File: src/rtl/wbu_host_mux_if.sv
// Host-side stream and link signals of the console/devbus link multiplexer.
// The mux takes the slave view; the harness driving the streams takes the master view.
interface wbu_host_mux_if;
  logic       i_bus_stb;
  logic [6:0] i_bus_data;
  logic       o_bus_busy;
  logic       i_con_stb;
  logic [6:0] i_con_data;
  logic       o_con_busy;
  logic       o_tx_stb;
  logic [7:0] o_tx_data;
  logic       i_tx_busy;
  logic       i_rx_stb;
  logic [7:0] i_rx_data;
  logic       o_bus_stb;
  logic [6:0] o_bus_data;
  logic       i_bus_busy;
  logic       o_con_stb;
  logic [6:0] o_con_data;
  logic       i_con_busy;
  logic [7:0] o_drops;

  modport slave (
    input  i_bus_stb, i_bus_data, i_con_stb, i_con_data, i_tx_busy,
           i_rx_stb, i_rx_data, i_bus_busy, i_con_busy,
    output o_bus_busy, o_con_busy, o_tx_stb, o_tx_data,
           o_bus_stb, o_bus_data, o_con_stb, o_con_data, o_drops
  );

  modport master (
    output i_bus_stb, i_bus_data, i_con_stb, i_con_data, i_tx_busy,
           i_rx_stb, i_rx_data, i_bus_busy, i_con_busy,
    input  o_bus_busy, o_con_busy, o_tx_stb, o_tx_data,
           o_bus_stb, o_bus_data, o_con_stb, o_con_data, o_drops
  );
endinterface

File: src/rtl/wbu_host_mux.sv
// Merges host devbus and console byte streams onto one tagged 8-bit link
// (bit 7: 1=bus, 0=console) and splits received link bytes into two FIFOs.

// One receive stream: 2^LGFIFO entry FIFO with drop-on-full reporting.
module wbu_host_mux_fifo #(
  parameter int LGFIFO = 4
) (
  input  logic       clk_i,
  input  logic       rst_i,
  input  logic       wr_i,
  input  logic [6:0] wdata_i,
  input  logic       rd_busy_i,
  output logic       stb_o,
  output logic [6:0] data_o,
  output logic       drop_o
);
  localparam int DEPTH = 1 << LGFIFO;

  logic [LGFIFO:0] wptr_q, wptr_d, rptr_q, rptr_d;
  logic [6:0]      mem_q [DEPTH];
  logic            empty, full, pop, push;

  assign empty  = (wptr_q == rptr_q);
  assign full   = ((wptr_q ^ rptr_q) == {1'b1, {LGFIFO{1'b0}}});
  assign pop    = !empty && !rd_busy_i;
  // A pop in the same cycle frees the slot the full-FIFO write lands in.
  assign push   = wr_i && (!full || pop);
  assign drop_o = wr_i && full && !pop;

  always_comb begin
    wptr_d = wptr_q;
    rptr_d = rptr_q;
    if (push) wptr_d = wptr_q + 1'b1;
    if (pop)  rptr_d = rptr_q + 1'b1;
  end

  always_ff @(posedge clk_i) begin
    if (rst_i) begin
      wptr_q <= '0;
      rptr_q <= '0;
    end else begin
      wptr_q <= wptr_d;
      rptr_q <= rptr_d;
    end
  end

  always_ff @(posedge clk_i) begin
    if (push) mem_q[wptr_q[LGFIFO-1:0]] <= wdata_i;
  end

  assign stb_o  = !empty;
  assign data_o = mem_q[rptr_q[LGFIFO-1:0]];
endmodule

module wbu_host_mux #(
  parameter int LGFIFO = 4
) (
  input  logic           i_clk,
  input  logic           i_reset,
  wbu_host_mux_if.slave  host_if
);
  localparam int NUM_STREAMS = 2;  // index equals the link tag: 0=console, 1=bus

  typedef enum logic { TX_IDLE, TX_FULL } tx_state_e;
  typedef enum logic { LAST_CON, LAST_BUS } last_e;

  tx_state_e  state_q, state_d;
  last_e      last_q, last_d;
  logic [7:0] tx_data_q, tx_data_d;
  logic       bus_busy, con_busy, bus_acc, con_acc;

  // Only one of the two can be granted: the loser of a tie sees busy.
  assign bus_busy = (state_q == TX_FULL) || (host_if.i_con_stb && last_q == LAST_BUS);
  assign con_busy = (state_q == TX_FULL) || (host_if.i_bus_stb && last_q == LAST_CON);
  assign bus_acc  = host_if.i_bus_stb && !bus_busy;
  assign con_acc  = host_if.i_con_stb && !con_busy;

  always_comb begin
    state_d   = state_q;
    last_d    = last_q;
    tx_data_d = tx_data_q;
    case (state_q)
      TX_IDLE: begin
        if (bus_acc) begin
          state_d   = TX_FULL;
          tx_data_d = {1'b1, host_if.i_bus_data};
          last_d    = LAST_BUS;
        end else if (con_acc) begin
          state_d   = TX_FULL;
          tx_data_d = {1'b0, host_if.i_con_data};
          last_d    = LAST_CON;
        end
      end
      TX_FULL: begin
        if (!host_if.i_tx_busy) state_d = TX_IDLE;
      end
      default: state_d = TX_IDLE;
    endcase
  end

  always_ff @(posedge i_clk) begin
    if (i_reset) begin
      state_q   <= TX_IDLE;
      last_q    <= LAST_CON;
      tx_data_q <= '0;
    end else begin
      state_q   <= state_d;
      last_q    <= last_d;
      tx_data_q <= tx_data_d;
    end
  end

  assign host_if.o_bus_busy = bus_busy;
  assign host_if.o_con_busy = con_busy;
  assign host_if.o_tx_stb   = (state_q == TX_FULL);
  assign host_if.o_tx_data  = tx_data_q;

  logic [NUM_STREAMS-1:0]      rx_wr, rx_busy, rx_stb, rx_drop;
  logic [NUM_STREAMS-1:0][6:0] rx_data;

  assign rx_busy = {host_if.i_bus_busy, host_if.i_con_busy};

  for (genvar s = 0; s < NUM_STREAMS; s++) begin : g_rx
    assign rx_wr[s] = host_if.i_rx_stb && (host_if.i_rx_data[7] == 1'(s));
    wbu_host_mux_fifo #(.LGFIFO(LGFIFO)) u_fifo (
      .clk_i     (i_clk),
      .rst_i     (i_reset),
      .wr_i      (rx_wr[s]),
      .wdata_i   (host_if.i_rx_data[6:0]),
      .rd_busy_i (rx_busy[s]),
      .stb_o     (rx_stb[s]),
      .data_o    (rx_data[s]),
      .drop_o    (rx_drop[s])
    );
  end

  assign host_if.o_bus_stb  = rx_stb[1];
  assign host_if.o_bus_data = rx_data[1];
  assign host_if.o_con_stb  = rx_stb[0];
  assign host_if.o_con_data = rx_data[0];

  logic [7:0] drops_q, drops_d;

  always_comb begin
    drops_d = drops_q;
    if ((|rx_drop) && drops_q != 8'hFF) drops_d = drops_q + 8'd1;
  end

  always_ff @(posedge i_clk) begin
    if (i_reset) drops_q <= '0;
    else         drops_q <= drops_d;
  end

  assign host_if.o_drops = drops_q;
endmodule

File: src/flat_wrapper.sv
// flat-port wrapper written by rule: the top's interface ports become plain ports
module wbu_host_mux_flat 
#(
  parameter int LGFIFO = 4
)
  (i_clk, i_reset, host_if_i_bus_stb, host_if_i_bus_data, host_if_i_con_stb, host_if_i_con_data, host_if_i_tx_busy, host_if_i_rx_stb, host_if_i_rx_data, host_if_i_bus_busy, host_if_i_con_busy, host_if_o_bus_busy, host_if_o_con_busy, host_if_o_tx_stb, host_if_o_tx_data, host_if_o_bus_stb, host_if_o_bus_data, host_if_o_con_stb, host_if_o_con_data, host_if_o_drops);
  wbu_host_mux_if host_if_i ();
  input  logic i_clk;
  input  logic i_reset;
  input wire logic [$bits(host_if_i.i_bus_stb)-1:0] host_if_i_bus_stb;
  input wire logic [$bits(host_if_i.i_bus_data)-1:0] host_if_i_bus_data;
  input wire logic [$bits(host_if_i.i_con_stb)-1:0] host_if_i_con_stb;
  input wire logic [$bits(host_if_i.i_con_data)-1:0] host_if_i_con_data;
  input wire logic [$bits(host_if_i.i_tx_busy)-1:0] host_if_i_tx_busy;
  input wire logic [$bits(host_if_i.i_rx_stb)-1:0] host_if_i_rx_stb;
  input wire logic [$bits(host_if_i.i_rx_data)-1:0] host_if_i_rx_data;
  input wire logic [$bits(host_if_i.i_bus_busy)-1:0] host_if_i_bus_busy;
  input wire logic [$bits(host_if_i.i_con_busy)-1:0] host_if_i_con_busy;
  output wire logic [$bits(host_if_i.o_bus_busy)-1:0] host_if_o_bus_busy;
  output wire logic [$bits(host_if_i.o_con_busy)-1:0] host_if_o_con_busy;
  output wire logic [$bits(host_if_i.o_tx_stb)-1:0] host_if_o_tx_stb;
  output wire logic [$bits(host_if_i.o_tx_data)-1:0] host_if_o_tx_data;
  output wire logic [$bits(host_if_i.o_bus_stb)-1:0] host_if_o_bus_stb;
  output wire logic [$bits(host_if_i.o_bus_data)-1:0] host_if_o_bus_data;
  output wire logic [$bits(host_if_i.o_con_stb)-1:0] host_if_o_con_stb;
  output wire logic [$bits(host_if_i.o_con_data)-1:0] host_if_o_con_data;
  output wire logic [$bits(host_if_i.o_drops)-1:0] host_if_o_drops;
  assign host_if_i.i_bus_stb = host_if_i_bus_stb;
  assign host_if_i.i_bus_data = host_if_i_bus_data;
  assign host_if_i.i_con_stb = host_if_i_con_stb;
  assign host_if_i.i_con_data = host_if_i_con_data;
  assign host_if_i.i_tx_busy = host_if_i_tx_busy;
  assign host_if_i.i_rx_stb = host_if_i_rx_stb;
  assign host_if_i.i_rx_data = host_if_i_rx_data;
  assign host_if_i.i_bus_busy = host_if_i_bus_busy;
  assign host_if_i.i_con_busy = host_if_i_con_busy;
  assign host_if_o_bus_busy = host_if_i.o_bus_busy;
  assign host_if_o_con_busy = host_if_i.o_con_busy;
  assign host_if_o_tx_stb = host_if_i.o_tx_stb;
  assign host_if_o_tx_data = host_if_i.o_tx_data;
  assign host_if_o_bus_stb = host_if_i.o_bus_stb;
  assign host_if_o_bus_data = host_if_i.o_bus_data;
  assign host_if_o_con_stb = host_if_i.o_con_stb;
  assign host_if_o_con_data = host_if_i.o_con_data;
  assign host_if_o_drops = host_if_i.o_drops;
  wbu_host_mux #(.LGFIFO(LGFIFO)) u_core (.i_clk(i_clk), .i_reset(i_reset), .host_if(host_if_i));
endmodule
File: config.mk
export PLATFORM = sky130hd
export DESIGN_NAME = wbu_host_mux_flat
export DESIGN_NICKNAME = d
export VERILOG_FILES = /design/src/rtl/wbu_host_mux_if.sv /design/src/rtl/wbu_host_mux.sv /design/src/flat_wrapper.sv
export SDC_FILE = /design/constraint.sdc
export NUM_CORES = 1
export LEC_CHECK = 0
export BUFFER_PORTS_ARGS = -buffer_cell sky130_fd_sc_hd__buf_2
export CAP_MARGIN = 5
export CELL_PAD_IN_SITES_DETAIL_PLACEMENT = 0
export CELL_PAD_IN_SITES_GLOBAL_PLACEMENT = 1
export CORE_MARGIN = 10
export CORE_UTILIZATION = 52
export DETAILED_ROUTE_END_ITERATION = 10
export PLACE_DENSITY = 0.82
export REMOVE_ABC_BUFFERS = 1
export SYNTH_ARGS = -nofsm -noshare
export SYNTH_HDL_FRONTEND = slang
export SYNTH_SLANG_ARGS = --single-unit
File: constraint.sdc
create_clock -name i_clk -period 2.83 [get_ports i_clk]
set_input_delay 0.1415 -clock i_clk [delete_from_list [all_inputs] [get_ports i_clk]]
set_output_delay 0.1415 -clock i_clk [all_outputs]
set_load 0.005 [all_outputs]
==> impl_metrics.py <==
metrics = {
    "timing": {
        "max_freq_mhz": 399.7,
        "post-route-min-period_ns": 2.502,
        "min_period_over_period_pct": 88.40,
        "setup_violations": 0,
        "finalSetupTns_ns": 0,
        "relSlewSlack_pct": 39.33,
        "tightest_slew_ns": 0.9031,
        "finClkSkew_ns": 0.01429,
        "slew_violations": 0,
        "hold_viol": 0,
        "setup_ws_ns": 0.3283,
        "grt_setup_unrepaired": "false",
    },
    "setup_path": {
        "rr_startpoint": "u_core.g_rx[1].u_fifo.wptr_q[3]",
        "cp.required_ns": 2.69,
        "worstSetupEndpointType": "output pin",
        "crit_fanout": 28,
        "worstPathArrival_ns": 2.36,
        "critPathKind": "flop to output pin",
        "start_kind": "flop",
    },
    "detailed_routing": {
        "drt_iter0_drc": 486,
        "dr_wl_met2_mm": 10.41,
        "ant_nets": 0,
        "vias_per_cell": 5.969,
        "detailroute.via_count": 5724,
        "drc_errors": 0,
        "wl_met1_mm": 9.559,
        "dr_wl_met3_mm": 1.792,
        "post_drt_wl_per_cell_um": 23.28,
        "drt_pass1_iterations": 7,
        "drt-total-wl_mm": 22.33,
        "highest_layer": "met4",
    },
    "hold_path": {
        "hold_path_class": "input port to flop",
        "hold_start": "host_if_i_bus_busy",
    },
    "job": {
        "maxCapViolations": 0,
    },
    "cells_and_area": {
        "final_cell_area_mm2": 0.01239,
        "fin_util_pct": 61.01,
        "diodes": 0,
        "syn2layout_area_growth_pct": 15.05,
        "layout-drive-gt1-share_pct": 28.45,
        "layout.nets": 710,
        "final_cell_mix": "edfxtp_1 (224), mux4_2 (70), buf_2 (64)",
        "final_common_cell": "edfxtp_1",
    },
    "grt": {
        "grt_pass1_vias": 5966,
        "grt_start_max_net_pins": 45,
        "gr-total-overflow": 0,
        "grtUsageTotal_pct": 16.86,
        "antenna_found_initial": 0,
        "grt_pass1_wl_mm": 34.93,
    },
    "clocking": {
        "clkSinkCount": 269,
        "clk_pin_slew_ns": 0.06,
        "cts_max_path_buffers": 3,
        "htreeDepth": 1,
        "cts-root-buf": "clkbuf_16",
        "clk_latency_ns": 0.53,
        "cts_tree": "yes",
        "cts_buffers": 26,
        "cts.repair.resized": 0,
    },
    "die": {
        "core-area_mm2": 0.02030,
        "fp.dieW_um": 163.9,
        "die_y_um": 163.9,
        "dieArea_mm2": 0.02686,
        "ios": 65,
        "initial_core_util_pct": 53.03,
        "rows": 52,
    },
    "power_and_ir_drop": {
        "p_leak_nw": 4.231,
        "ir_worst_vdd_mv": 0.4122,
        "p_int_w": 0.006703,
        "p_clk_share_pct": 38.9,
        "combPwrFrac_pct": 10.2,
        "power_frac_seq_pct": 50.9,
        "power_density_mw_per_mm2": 694.1,
        "p_sw_w": 0.001894,
        "swShare_pct": 22.03,
    },
    "placed_design": {
        "dpl-instance-area_mm2": 0.01139,
        "numPortBuffers": 64,
        "hpwl_mm": 14.06,
        "gp_congestion": 0.8177,
        "place_ws_ns": 0.5479,
    },
    "synthesis": {
        "synth_warnings": 0,
        "synthCells": 582,
        "synth_seq_cells": 269,
        "ys_types": 38,
        "synthesis.area_mm2": 0.01077,
        "syn_avg_cell_area_um2": 18.50,
        "ys_seq_area_share_pct": 70.85,
    },
    "status": {
        "status": "completed",
    },
}
==> flip-flops by register name (all words and copies together), names as in the netlist, named ones only <==
register and cells:
u_core.g_rx.u_fifo.wptr_q 10, u_core.g_rx.u_fifo.rptr_q 10, u_core.g_rx.u_fifo.mem_q 224, u_core.host_if.o_tx_stb 1, u_core.host_if.o_drops 8, u_core.host_if.o_tx_data 8
==> worst paths after layout <==
kind	endpoint	slack, ns	depth (start not counted)
max	host_if_o_bus_data[1]	0.33	4
min	flop	0.03	4
max reg2reg	u_core.host_if.o_drops[4]	0.54	5
min reg2reg	u_core.host_if.o_tx_data[1]	0.51	2
==> area by class of cell <==
type,instances,area [µm²]
well taps,270,337.8
inverters,11,41.29
clock inverters,19,147.6
multi-input cells,271,2965
flip-flops and latches,269,7630
clock buffers,29,683.2
repair buffers,90,580.6
fillers,1434,7914
==> cells in the mapped netlist <==
library cell / count / share of area [%]
ha_1: 11 / 1.3
a21o_1: 1 / 0.070
nor3_1: 3 / 0.14
xor2_1: 8 / 0.65
mux4_2: 70 / 15
buf_2: 9 / 0.42
buf_1: 5 / 0.17
dfxtp_1: 45 / 8.4
nand3_1: 5 / 0.23
and4_1: 1 / 0.081
a21oi_1: 13 / 0.60
mux2_2: 5 / 0.52
a31oi_2: 1 / 0.12
or3_1: 4 / 0.23
a211oi_1: 13 / 0.91
or3b_1: 1 / 0.081
or4_1: 2 / 0.14
o31ai_1: 2 / 0.14
nor2b_1: 10 / 0.58
a32oi_2: 1 / 0.15
mux2i_1: 11 / 1.0
nor4_1: 1 / 0.058
a2111oi_0: 2 / 0.16
or4bb_1: 1 / 0.10
xnor2_1: 14 / 1.1
clkbuf_1: 16 / 0.56
nor2_1: 35 / 1.2
nor3b_1: 2 / 0.14
buf_4: 1 / 0.070
inv_1: 11 / 0.38
o21ai_0: 5 / 0.23
and2_1: 2 / 0.12
nand2b_1: 3 / 0.17
and3_1: 30 / 1.7
nand4b_1: 1 / 0.081
nor4_4: 2 / 0.40
nand2_1: 11 / 0.38
edfxtp_1: 224 / 62
==> kinds of logic after synthesis <==
| family | after synthesis | share of synthesized area (%) |
|---|---|---|
| AO/OA/AOI/OAI | 38 | 2.383 |
| AND/OR/NAND/NOR | 114 | 5.904 |
| flip-flops | 269 | 70.85 |
| multiplexers | 86 | 16.19 |
| adder cells (fa/ha/maj) | 11 | 1.278 |
| XOR/XNOR | 22 | 1.790 |
| buffers and inverters | 42 | 1.604 |
==> critical path, stage by stage, from the launching register on <==
cell     delay (ns)
dfxtp_2        0.34
buf_12         0.24
mux4_2         0.59
mux4_2         0.48
buf_2          0.15
==> through the flow <==
stage | hold slack, ns | total power (W) | instances
2_1_floorplan | 0.2106 | 0.004990 | 551
3_3_place_gp | 0.3796 | 0.005306 | 895
3_5_place_dp | 0.3914 | 0.005328 | 895
4_1_cts | 0.002590 | 0.008670 | 959
5_1_grt | 0.06381 | 0.008881 | 959
6_report | 0.03000 | 0.008597 | 959
==> routing by layer <==
layer,up-vias,track usage [%]
met2,276,25.70
met4,0,5.565
met1,2920,23.87
met5,-,0
met3,38,3.579
li1,2490,-
==> timing repair <==
action,CTS,global route
endpoints found under the hold margin,9,0
setup buffers,0,0
hold buffers,16,0
endpoints found under the setup margin,0,0
==> power by group through the flow <==
stage                     logic, W  clock network, W  registers (W)
after detailed placement  0.000868                 0        0.00446
after CTS                 0.000897           0.00340        0.00438
after floorplan           0.000452                 0        0.00454
after global routing      0.000957           0.00354        0.00438
after global placement    0.000850                 0        0.00446
final                     0.000878           0.00334        0.00437
Note: power is estimated with default switching activity, not from simulation.
